$ cat src/rtl/satarx_scrambler_wide_if.sv
// satarx_scrambler_wide_if: AXI-stream beat bundle carrying NWORDS dwords with per-dword keep
//   TVALID/TREADY  beat handshake
//   TDATA          dword i at bits [32i+31:32i]
//   TKEEP          per-dword valid, low-aligned
//   TLAST          last beat of frame
interface satarx_scrambler_wide_if #(
    parameter int NWORDS = 2
) ();
    logic                   TVALID;
    logic                   TREADY;
    logic [32*NWORDS-1:0]   TDATA;
    logic [NWORDS-1:0]      TKEEP;
    logic                   TLAST;

    modport master (output TVALID, TDATA, TKEEP, TLAST, input TREADY);
    modport slave  (input TVALID, TDATA, TKEEP, TLAST, output TREADY);
endinterface

$ cat src/rtl/satarx_scrambler_wide.sv
// satarx_scrambler_wide: SATA Rx descrambler handling NWORDS dwords per AXI-stream beat
//   S_AXI_ACLK          clock
//   S_AXI_ARESET        synchronous reset, active high
//   i_cfg_scrambler_en  scrambler enable, latched on the first beat of each frame
//   s_axis              scrambled beats from the link-layer frame extractor
//   m_axis              descrambled beats to the CRC checker, one cycle later
//   o_keep_err          one-cycle pulse after accepting a non-contiguous TKEEP
module satarx_scrambler_wide #(
    parameter int          NWORDS       = 2,
    parameter logic [15:0] POLYNOMIAL   = 16'ha011,
    parameter logic [15:0] INITIAL      = 16'hffff,
    parameter bit          OPT_LOWPOWER = 1'b1
) (
    input  logic                    S_AXI_ACLK,
    input  logic                    S_AXI_ARESET,
    input  logic                    i_cfg_scrambler_en,
    satarx_scrambler_wide_if.slave  s_axis,
    satarx_scrambler_wide_if.master m_axis,
    output logic                    o_keep_err
);
    localparam int DW = 32 * NWORDS;

    typedef enum logic {IDLE, ACTIVE} state_t;

    state_t                   state_q, state_d;
    logic [15:0]              fill_q, fill_d, fill_adv;
    logic                     en_q, en_d, en_now;
    logic                     s_ready, accept, keep_gap;
    logic [NWORDS:0][15:0]    fills;
    logic [NWORDS-1:0][31:0]  prns;
    logic [DW-1:0]            dout, m_data;
    logic [NWORDS-1:0]        m_keep;
    logic                     m_valid, m_last;
    int                       cnt;

    // 32 Galois steps; bit k of the PRN dword is the MSB before step k
    function automatic logic [47:0] step32(input logic [15:0] f);
        logic [15:0] s;
        logic [31:0] p;
        s = f;
        for (int k = 0; k < 32; k++) begin
            p[k] = s[15];
            s = {s[14:0], 1'b0} ^ (s[15] ? POLYNOMIAL : 16'h0);
        end
        return {s, p};
    endfunction

    assign s_ready       = !m_valid || m_axis.TREADY;
    assign s_axis.TREADY = s_ready;
    assign accept        = s_axis.TVALID && s_ready;
    // contiguous-from-bit-0 masks are 2^n-1, so adding one clears every set bit
    assign keep_gap      = |(s_axis.TKEEP & (s_axis.TKEEP + NWORDS'(1)));
    assign en_now        = (state_q == IDLE) ? i_cfg_scrambler_en : en_q;

    // dword i always sees the PRN 32*i steps ahead; the fill only moves by the kept count
    always_comb begin
        fills[0] = fill_q;
        cnt      = 0;
        dout     = '0;
        for (int i = 0; i < NWORDS; i++) begin
            {fills[i+1], prns[i]} = step32(fills[i]);
            cnt = cnt + int'(s_axis.TKEEP[i]);
        end
        fill_adv = fills[0];
        for (int i = 1; i <= NWORDS; i++)
            if (cnt == i) fill_adv = fills[i];
        for (int i = 0; i < NWORDS; i++)
            dout[32*i +: 32] = s_axis.TKEEP[i]
                ? (en_now ? s_axis.TDATA[32*i +: 32] ^ prns[i] : s_axis.TDATA[32*i +: 32])
                : (OPT_LOWPOWER ? 32'h0 : s_axis.TDATA[32*i +: 32]);
    end

    always_comb begin
        state_d = state_q;
        en_d    = en_q;
        fill_d  = fill_q;
        if (accept) begin
            en_d    = en_now;
            state_d = s_axis.TLAST ? IDLE : ACTIVE;
            fill_d  = s_axis.TLAST ? INITIAL : fill_adv;
        end else if (state_q == IDLE && !s_axis.TVALID) begin
            fill_d  = INITIAL;
        end
    end

    always_ff @(posedge S_AXI_ACLK) begin
        if (S_AXI_ARESET) begin
            state_q <= IDLE;
            fill_q  <= INITIAL;
            en_q    <= 1'b0;
        end else begin
            state_q <= state_d;
            fill_q  <= fill_d;
            en_q    <= en_d;
        end
    end

    always_ff @(posedge S_AXI_ACLK) begin
        if (S_AXI_ARESET) begin
            m_valid    <= 1'b0;
            m_data     <= '0;
            m_keep     <= '0;
            m_last     <= 1'b0;
            o_keep_err <= 1'b0;
        end else begin
            o_keep_err <= accept && keep_gap;
            if (accept) begin
                m_valid <= 1'b1;
                m_data  <= dout;
                m_keep  <= s_axis.TKEEP;
                m_last  <= s_axis.TLAST;
            end else if (s_ready) begin
                m_valid <= 1'b0;
                if (OPT_LOWPOWER) begin
                    m_data <= '0;
                    m_keep <= '0;
                    m_last <= 1'b0;
                end
            end
        end
    end

    assign m_axis.TVALID = m_valid;
    assign m_axis.TDATA  = m_data;
    assign m_axis.TKEEP  = m_keep;
    assign m_axis.TLAST  = m_last;
endmodule

$ cat src/flat_wrapper.sv
// flat-port wrapper written by rule: the top's interface ports become plain ports
module satarx_scrambler_wide_flat 
#(
    parameter int          NWORDS       = 2,
    parameter logic [15:0] POLYNOMIAL   = 16'ha011,
    parameter logic [15:0] INITIAL      = 16'hffff,
    parameter bit          OPT_LOWPOWER = 1'b1
)
  (S_AXI_ACLK, S_AXI_ARESET, i_cfg_scrambler_en, o_keep_err, s_axis_TVALID, s_axis_TDATA, s_axis_TKEEP, s_axis_TLAST, s_axis_TREADY, m_axis_TVALID, m_axis_TDATA, m_axis_TKEEP, m_axis_TLAST, m_axis_TREADY);
  satarx_scrambler_wide_if #(.NWORDS(NWORDS)) s_axis_i ();
  satarx_scrambler_wide_if #(.NWORDS(NWORDS)) m_axis_i ();
  input  logic S_AXI_ACLK;
  input  logic S_AXI_ARESET;
  input  logic i_cfg_scrambler_en;
  output logic o_keep_err;
  input wire logic [$bits(s_axis_i.TVALID)-1:0] s_axis_TVALID;
  input wire logic [$bits(s_axis_i.TDATA)-1:0] s_axis_TDATA;
  input wire logic [$bits(s_axis_i.TKEEP)-1:0] s_axis_TKEEP;
  input wire logic [$bits(s_axis_i.TLAST)-1:0] s_axis_TLAST;
  output wire logic [$bits(s_axis_i.TREADY)-1:0] s_axis_TREADY;
  output wire logic [$bits(m_axis_i.TVALID)-1:0] m_axis_TVALID;
  output wire logic [$bits(m_axis_i.TDATA)-1:0] m_axis_TDATA;
  output wire logic [$bits(m_axis_i.TKEEP)-1:0] m_axis_TKEEP;
  output wire logic [$bits(m_axis_i.TLAST)-1:0] m_axis_TLAST;
  input wire logic [$bits(m_axis_i.TREADY)-1:0] m_axis_TREADY;
  assign s_axis_i.TVALID = s_axis_TVALID;
  assign s_axis_i.TDATA = s_axis_TDATA;
  assign s_axis_i.TKEEP = s_axis_TKEEP;
  assign s_axis_i.TLAST = s_axis_TLAST;
  assign s_axis_TREADY = s_axis_i.TREADY;
  assign m_axis_TVALID = m_axis_i.TVALID;
  assign m_axis_TDATA = m_axis_i.TDATA;
  assign m_axis_TKEEP = m_axis_i.TKEEP;
  assign m_axis_TLAST = m_axis_i.TLAST;
  assign m_axis_i.TREADY = m_axis_TREADY;
  satarx_scrambler_wide #(.NWORDS(NWORDS), .POLYNOMIAL(POLYNOMIAL), .INITIAL(INITIAL), .OPT_LOWPOWER(OPT_LOWPOWER)) u_core (.S_AXI_ACLK(S_AXI_ACLK), .S_AXI_ARESET(S_AXI_ARESET), .i_cfg_scrambler_en(i_cfg_scrambler_en), .s_axis(s_axis_i), .m_axis(m_axis_i), .o_keep_err(o_keep_err));
endmodule
$ cat config.mk
export PLATFORM = sky130hd
export DESIGN_NAME = satarx_scrambler_wide_flat
export DESIGN_NICKNAME = d
export VERILOG_FILES = /design/src/rtl/satarx_scrambler_wide_if.sv /design/src/rtl/satarx_scrambler_wide.sv /design/src/flat_wrapper.sv
export SDC_FILE = /design/constraint.sdc
export NUM_CORES = 1
export LEC_CHECK = 0
export ABC_AREA = 0
export CAP_MARGIN = 40
export CORE_ASPECT_RATIO = 1.1
export CORE_MARGIN = 4
export CORE_UTILIZATION = 58
export CTS_BUF_LIST = sky130_fd_sc_hd__clkbuf_4 sky130_fd_sc_hd__clkbuf_8 sky130_fd_sc_hd__clkbuf_16
export CTS_CLUSTER_SIZE = 20
export DETAILED_ROUTE_END_ITERATION = 12
export MAX_ROUTING_LAYER = met4
export PLACE_DENSITY = 0.95
export SLEW_MARGIN = 20
export SYNTH_ARGS = -nofsm -noshare
export SYNTH_HDL_FRONTEND = slang
export SYNTH_SLANG_ARGS = --single-unit
$ cat constraint.sdc
create_clock -name S_AXI_ACLK -period 11.1 [get_ports S_AXI_ACLK]
set_clock_uncertainty 0.2 [all_clocks]
set_input_delay 2.22 -clock S_AXI_ACLK [delete_from_list [all_inputs] [get_ports S_AXI_ACLK]]
set_output_delay 2.22 -clock S_AXI_ACLK [all_outputs]
set_load 0.05 [all_outputs]
* Yosys cells after proc, flatten, opt, wreduce, memory -nomap -nowiden
Cells that the tools add are included.
** Word-level totals
- Bits in registers :: 87
- Bits of input ports :: 72
- Output and inout port bits :: 70
** Operators by class
- Add/sub/neg operators :: 2
- Equality and inequality tests :: 3
- Multiplexer cells :: 82
- Bitwise gates (word level) :: 68
- Reduce and logical (&&, ||, !) cells :: 10
** Operators by type and width (count)
- $mux W16 :: 69
- $xor A16 B16 Y16 :: 64
- $mux W32 :: 4
- $mux W64 :: 2
- $xor A32 B32 Y32 :: 2
- $eq A32 B2 Y1 const B :: 1
- $eq A32 B3 Y1 const B :: 1
- $mux W1 :: 5
- $mux W2 :: 2
- $ne A4 B4 Y1 const B :: 1
- $reduce_bool A2 Y1 :: 2
- $logic_and A1 B1 Y1 :: 3
- $add A1 B1 Y2 :: 1
- $add A2 B1 Y2 const B :: 1
- $and A2 B2 Y2 :: 1
- $logic_not A1 Y1 :: 2
- $reduce_and A2 Y1 :: 1
- $reduce_or A2 Y1 :: 1
- $logic_or A1 B1 Y1 :: 1
- $not A1 Y1 :: 1

* Logic depth before layout (Yosys ltp)
- Depth in word-level cells :: 131
- Gate-level depth with buffers :: 17
- Depth with buffers taken out :: 15

* Worst setup path after synthesis
No wires, ideal clock.
- Path type :: register to register
- Start point :: register u_core.fill_q[12]
- End point :: register u_core.m_data[63] (netlist: u_core.m_axis.TDATA[63])
- Library setup time :: 119 ps
- Arrival time :: 5456 ps
- Slack :: 5325 ps
- Stages on the path, launching flop included :: 18
- Cells stage by stage :: dfxtp_1 buf_6 xnor3_2 xnor3_2 xor3_1 buf_6 xor3_1 xor3_2 xnor3_2 xnor3_2 xnor2_4 xor3_2 xor3_2 xnor3_2 xnor2_2 nor2_1 xnor2_1 o21ai_1
** Between the ends
- Word-level cells in the longest chain between the ends :: 127
** RTL lines
- start: declaration :: line satarx_scrambler_wide.sv:26 : logic [15:0] fill_q, fill_d, fill_adv;
- start signal: assignment :: line satarx_scrambler_wide.sv:93 : fill_q <= fill_d;
- $xor A16 B16 Y16 (*) (3 in a row) :: line satarx_scrambler_wide.sv:43 : s = {s[14:0], 1'b0} ^ (s[15] ? POLYNOMIAL : 16'h0);
- $mux W16 (*) :: line satarx_scrambler_wide.sv:43
- $xor A16 B16 Y16 (*) :: line satarx_scrambler_wide.sv:43
- $mux W16 :: line satarx_scrambler_wide.sv:43
- $xor A16 B16 Y16 (*) :: line satarx_scrambler_wide.sv:43
- $mux W16 :: line satarx_scrambler_wide.sv:43
- $xor A16 B16 Y16 (*) :: line satarx_scrambler_wide.sv:43
- $mux W16 :: line satarx_scrambler_wide.sv:43
- (+108 left out)
- $xor A16 B16 Y16 (*) :: line satarx_scrambler_wide.sv:43
- $mux W16 :: line satarx_scrambler_wide.sv:43
- $xor A16 B16 Y16 (*) :: line satarx_scrambler_wide.sv:43
- $mux W16 :: line satarx_scrambler_wide.sv:43
- $xor A16 B16 Y16 (*) :: line satarx_scrambler_wide.sv:43
- $xor A32 B32 Y32 (*) :: line satarx_scrambler_wide.sv:69 : ? (en_now ? s_axis.TDATA[32*i +: 32] ^ prns[i] : s_axis.TDATA[32*i +: 32])
- $mux W32 (*) (2 in a row) :: line satarx_scrambler_wide.sv:69
- $mux W64 (*) :: line satarx_scrambler_wide.sv:107 : if (accept) begin
- end signal: assignment :: line satarx_scrambler_wide.sv:109 : m_data <= dout;
- end: declaration :: line satarx_scrambler_wide.sv:31 : logic [DW-1:0] dout, m_data;
Mark *: on every way between the ends. The rest lies on a longest branch, timed or not.
A chain may end at the register's enable or synchronous reset.

* Worst setup path after layout
- Start point :: register u_core.fill_q[12]
- End point :: register u_core.m_data[62] (netlist: u_core.m_axis.TDATA[62])
** Between the ends
- Word-level cells in the longest chain between the ends :: 125
** RTL lines (line)
- $xor A16 B16 Y16 (*) (3 in a row) :: satarx_scrambler_wide.sv:43
- $mux W16 (*) :: satarx_scrambler_wide.sv:43
- $xor A16 B16 Y16 (*) :: satarx_scrambler_wide.sv:43
- $mux W16 :: satarx_scrambler_wide.sv:43
- $xor A16 B16 Y16 (*) :: satarx_scrambler_wide.sv:43
- $mux W16 :: satarx_scrambler_wide.sv:43
- $xor A16 B16 Y16 (*) :: satarx_scrambler_wide.sv:43
- $mux W16 :: satarx_scrambler_wide.sv:43
- (+106 left out)
- $xor A16 B16 Y16 (*) :: satarx_scrambler_wide.sv:43
- $mux W16 :: satarx_scrambler_wide.sv:43
- $xor A16 B16 Y16 (*) :: satarx_scrambler_wide.sv:43
- $mux W16 :: satarx_scrambler_wide.sv:43
- $xor A16 B16 Y16 (*) :: satarx_scrambler_wide.sv:43
- $xor A32 B32 Y32 (*) :: satarx_scrambler_wide.sv:69
- $mux W32 (*) (2 in a row) :: satarx_scrambler_wide.sv:69
- $mux W64 (*) :: satarx_scrambler_wide.sv:107
Marked as above.

==> impl_metrics.yaml <==
logic_synthesis:
  synth_ff_type: "dfxtp_1"
  synth-seq-area-share_pct: 22.9
  yosys.area.top_type_share_pct: 22.9
  yosys.cell_count.top_type: "xnor2_1"
  avgSynthCellArea_um2: 10.1
  syn-instance-count: 750
  synth_area_leaders: "dfxtp_1, xnor2_1, xor2_1, xnor3_1, nor2_1"
  syn_nets: 824
  synth_area_um2: 7610
  synthDistinctLibCells: 40
  yosysTopAreaCell: "dfxtp_1"
  ys_ff_latch: 87
  ys_async_sr_fraction_pct: 0
  synth_common_cells: "xnor2_1, nor2_1, xor2_1, dfxtp_1, a22oi_1"
  synth-edff-count: 0
  yosys_warnings: 0
clock_tree:
  cts_setup_buffers: 0
  clockRootBuffer: "clkbuf_16"
  cts_tree: "yes"
  holdBufCountCts: 0
  cts_resized: 0
  clk_path_buf_depth: 2
  cts_num_sinks: 87
  clock_latency_ps: 360
  cts.htree.levels: 3
  path_clk_slew_ps: 70
  cts_buffers: 9
timing:
  hold_viol: 0
  slew_viol_final: 0
  fin_tns_setup_ps: 0
  setup_viol: 0
  max_freq_mhz: 147
  worst_pin_slew_ps: 808
  rsz0062_at_grt: "no"
  period_needed_ps: 6790
  max_slew_margin_pct: 45.7
  fin_crit_sh_pct: 61.2
placement:
  place_congestion: 1.01
  port_buffers: 141
  postPlaceCellArea_um2: 9130
  dp_hpwl_um: 15200
worst_setup_path:
  cp.required_ps: 11140
  startpoint_type: "register"
  path_buf_inv: 0
  critPathTopFamily: "XOR/XNOR gates"
  end_kind: "register"
  max_stage_delay_ps: 640
  critical_path.max_fanout: 9
  worstPathArrival_ps: 6830
  path_cells: "xnor3_2 > xnor3_2 > xor3_1 > xnor2_4 > xnor3_1 > xnor3_1 > xor2_2 > xor3_1 > xnor3_1 > xor3_2 > xnor3_2 > xnor2_2 > nor2_1 > xnor2_1 > o21ai_1"
  cpMaxStageDelayCell: "dfxtp_1"
  path_class: "register to register"
finish:
  drive_above_1_share_pct: 8.59
  finalNetCount: 942
  multiInputGateArea_um2: 5700
  regArea_um2: 1740
  syn_to_final_growth_pct: 23.9
  nFillCells: 844
  diodes: 0
  design_area_um2: 9430
floorplanning:
  io_pins: 142
  start_util_pct: 59.7
  die_y_um: 128
  core_area_um2: 12800
  die-area_um2: 15000
  rows: 43
  die_x_um: 117
route:
  initialDrtViolationCount: 579
  drcViolationCount: 0
  wire_per_inst_um: 19.8
  viasPerCell: 5.72
  wl_um: 20400
  drt_first_pass_iters: 5
  postRouteAntennaNets: 0
  via_count: 5893
global_route:
  grt_max_degree: 80
  grt_pass1_vias: 6198
  grt_pass1_wl_um: 32200
  antenna_found_initial: 0
  grt_use_total_pct: 28.7
  overflow: 0
hold_path:
  worstHoldPathType: "register to register"
job:
  cap_viol_max_count: 0
status:
  outcome: "finished, final reports clean"
==> stage by stage <==
step	setup WS [ps]	util (%)	instances	hold slack, ps
5_1_grt	4110	74.0	1030	289
3_5_place_dp	4370	71.6	1014	249
6_report	4310	74.0	1030	259
3_3_place_gp	4430	71.2	1011	239
4_1_cts	4350	74.0	1030	267
2_1_floorplan	5320	-	750	271
==> per-layer routing <==
metal / GRT usage [%] / vias to the layer above / wire length, um
met5: - / - / 0
met4: 13.6 / 0 / 805
met3: 4.39 / 62 / 1300
met2: 47.5 / 272 / 10300
met1: 33.8 / 2842 / 8010
li1: - / 2717 / -
==> worst register-to-register path: stages, from the launching register on <==
cell,delay (ps)
dfxtp_1,640
xnor3_2,590
xnor3_2,580
xor3_1,580
xnor2_4,400
xnor3_1,540
xnor3_1,370
xor2_2,360
xor3_1,360
xnor3_1,460
xor3_2,450
xnor3_2,440
xnor2_2,290
nor2_1,110
xnor2_1,200
o21ai_1,100
==> worst paths after layout <==
| check | start | to | slack (ps) | depth (start not counted) |
|---|---|---|---|---|
| worst max register to register | u_core.fill_q[12] | u_core.m_axis.TDATA[62] | 4310 | 15 |
| worst min register to register | u_core.m_axis.TDATA[54] | u_core.m_axis.TDATA[54] | 260 | 2 |
| worst max-delay path | u_core.fill_q[12] | u_core.m_axis.TDATA[62] | 4310 | 15 |
| worst min-delay path | u_core.m_axis.TDATA[54] | u_core.m_axis.TDATA[54] | 260 | 2 |
==> kinds of logic after synthesis <==
group                      after synthesis  share of synthesized area, %
DFF                                     87                          22.9
AOI/OAI and AO/OA                       99                          8.81
muxes                                    6                         0.822
buffers and inverters                   43                          2.55
xor gates and xnor gates               339                          55.4
and+or+nand+nor                        174                          9.16
adders and majority gates                2                         0.329
==> flip-flops by register name (all words and copies together), names as in the netlist <==
register	flops
u_core.en_q	1
u_core.m_axis.TLAST	1
u_core.state_q	1
u_core.m_axis.TVALID	1
u_core.m_axis.TDATA	64
u_core.o_keep_err	1
u_core.fill_q	16
u_core.m_axis.TKEEP	2
==> layout make-up <==
type	count	share of cell area, %
repair buffers	148	15.7
inverters	2	0.0796
clock buffers	9	2.39
clock inverters	7	0.849
well taps	157	2.08
flip-flops and latches	87	18.5
multi-input cells	620	60.4
==> cells in the final DEF (no fill, tap or decap), types with 3 or more instances in the layout <==
cell,netlist,routed
o21ai_0,7,7
clkbuf_16,0,9
nor2_1,121,120
xor3_2,6,6
clkdlybuf4s50_1,0,140
dfxtp_1,87,87
xor2_2,7,7
a22oi_1,59,59
mux2i_1,4,3
o22ai_1,9,9
nand2_1,36,36
xor3_1,16,16
xnor3_1,34,34
a21oi_1,16,16
xor2_1,99,99
nand2b_1,6,6
xnor3_2,9,9
xnor2_2,14,14
xnor2_4,7,7
buf_4,3,4
o21ai_1,3,3
xnor2_1,146,146
Power is not shown: default switching activity piles up to over one toggle a cycle in this logic, so the estimate is an artifact.
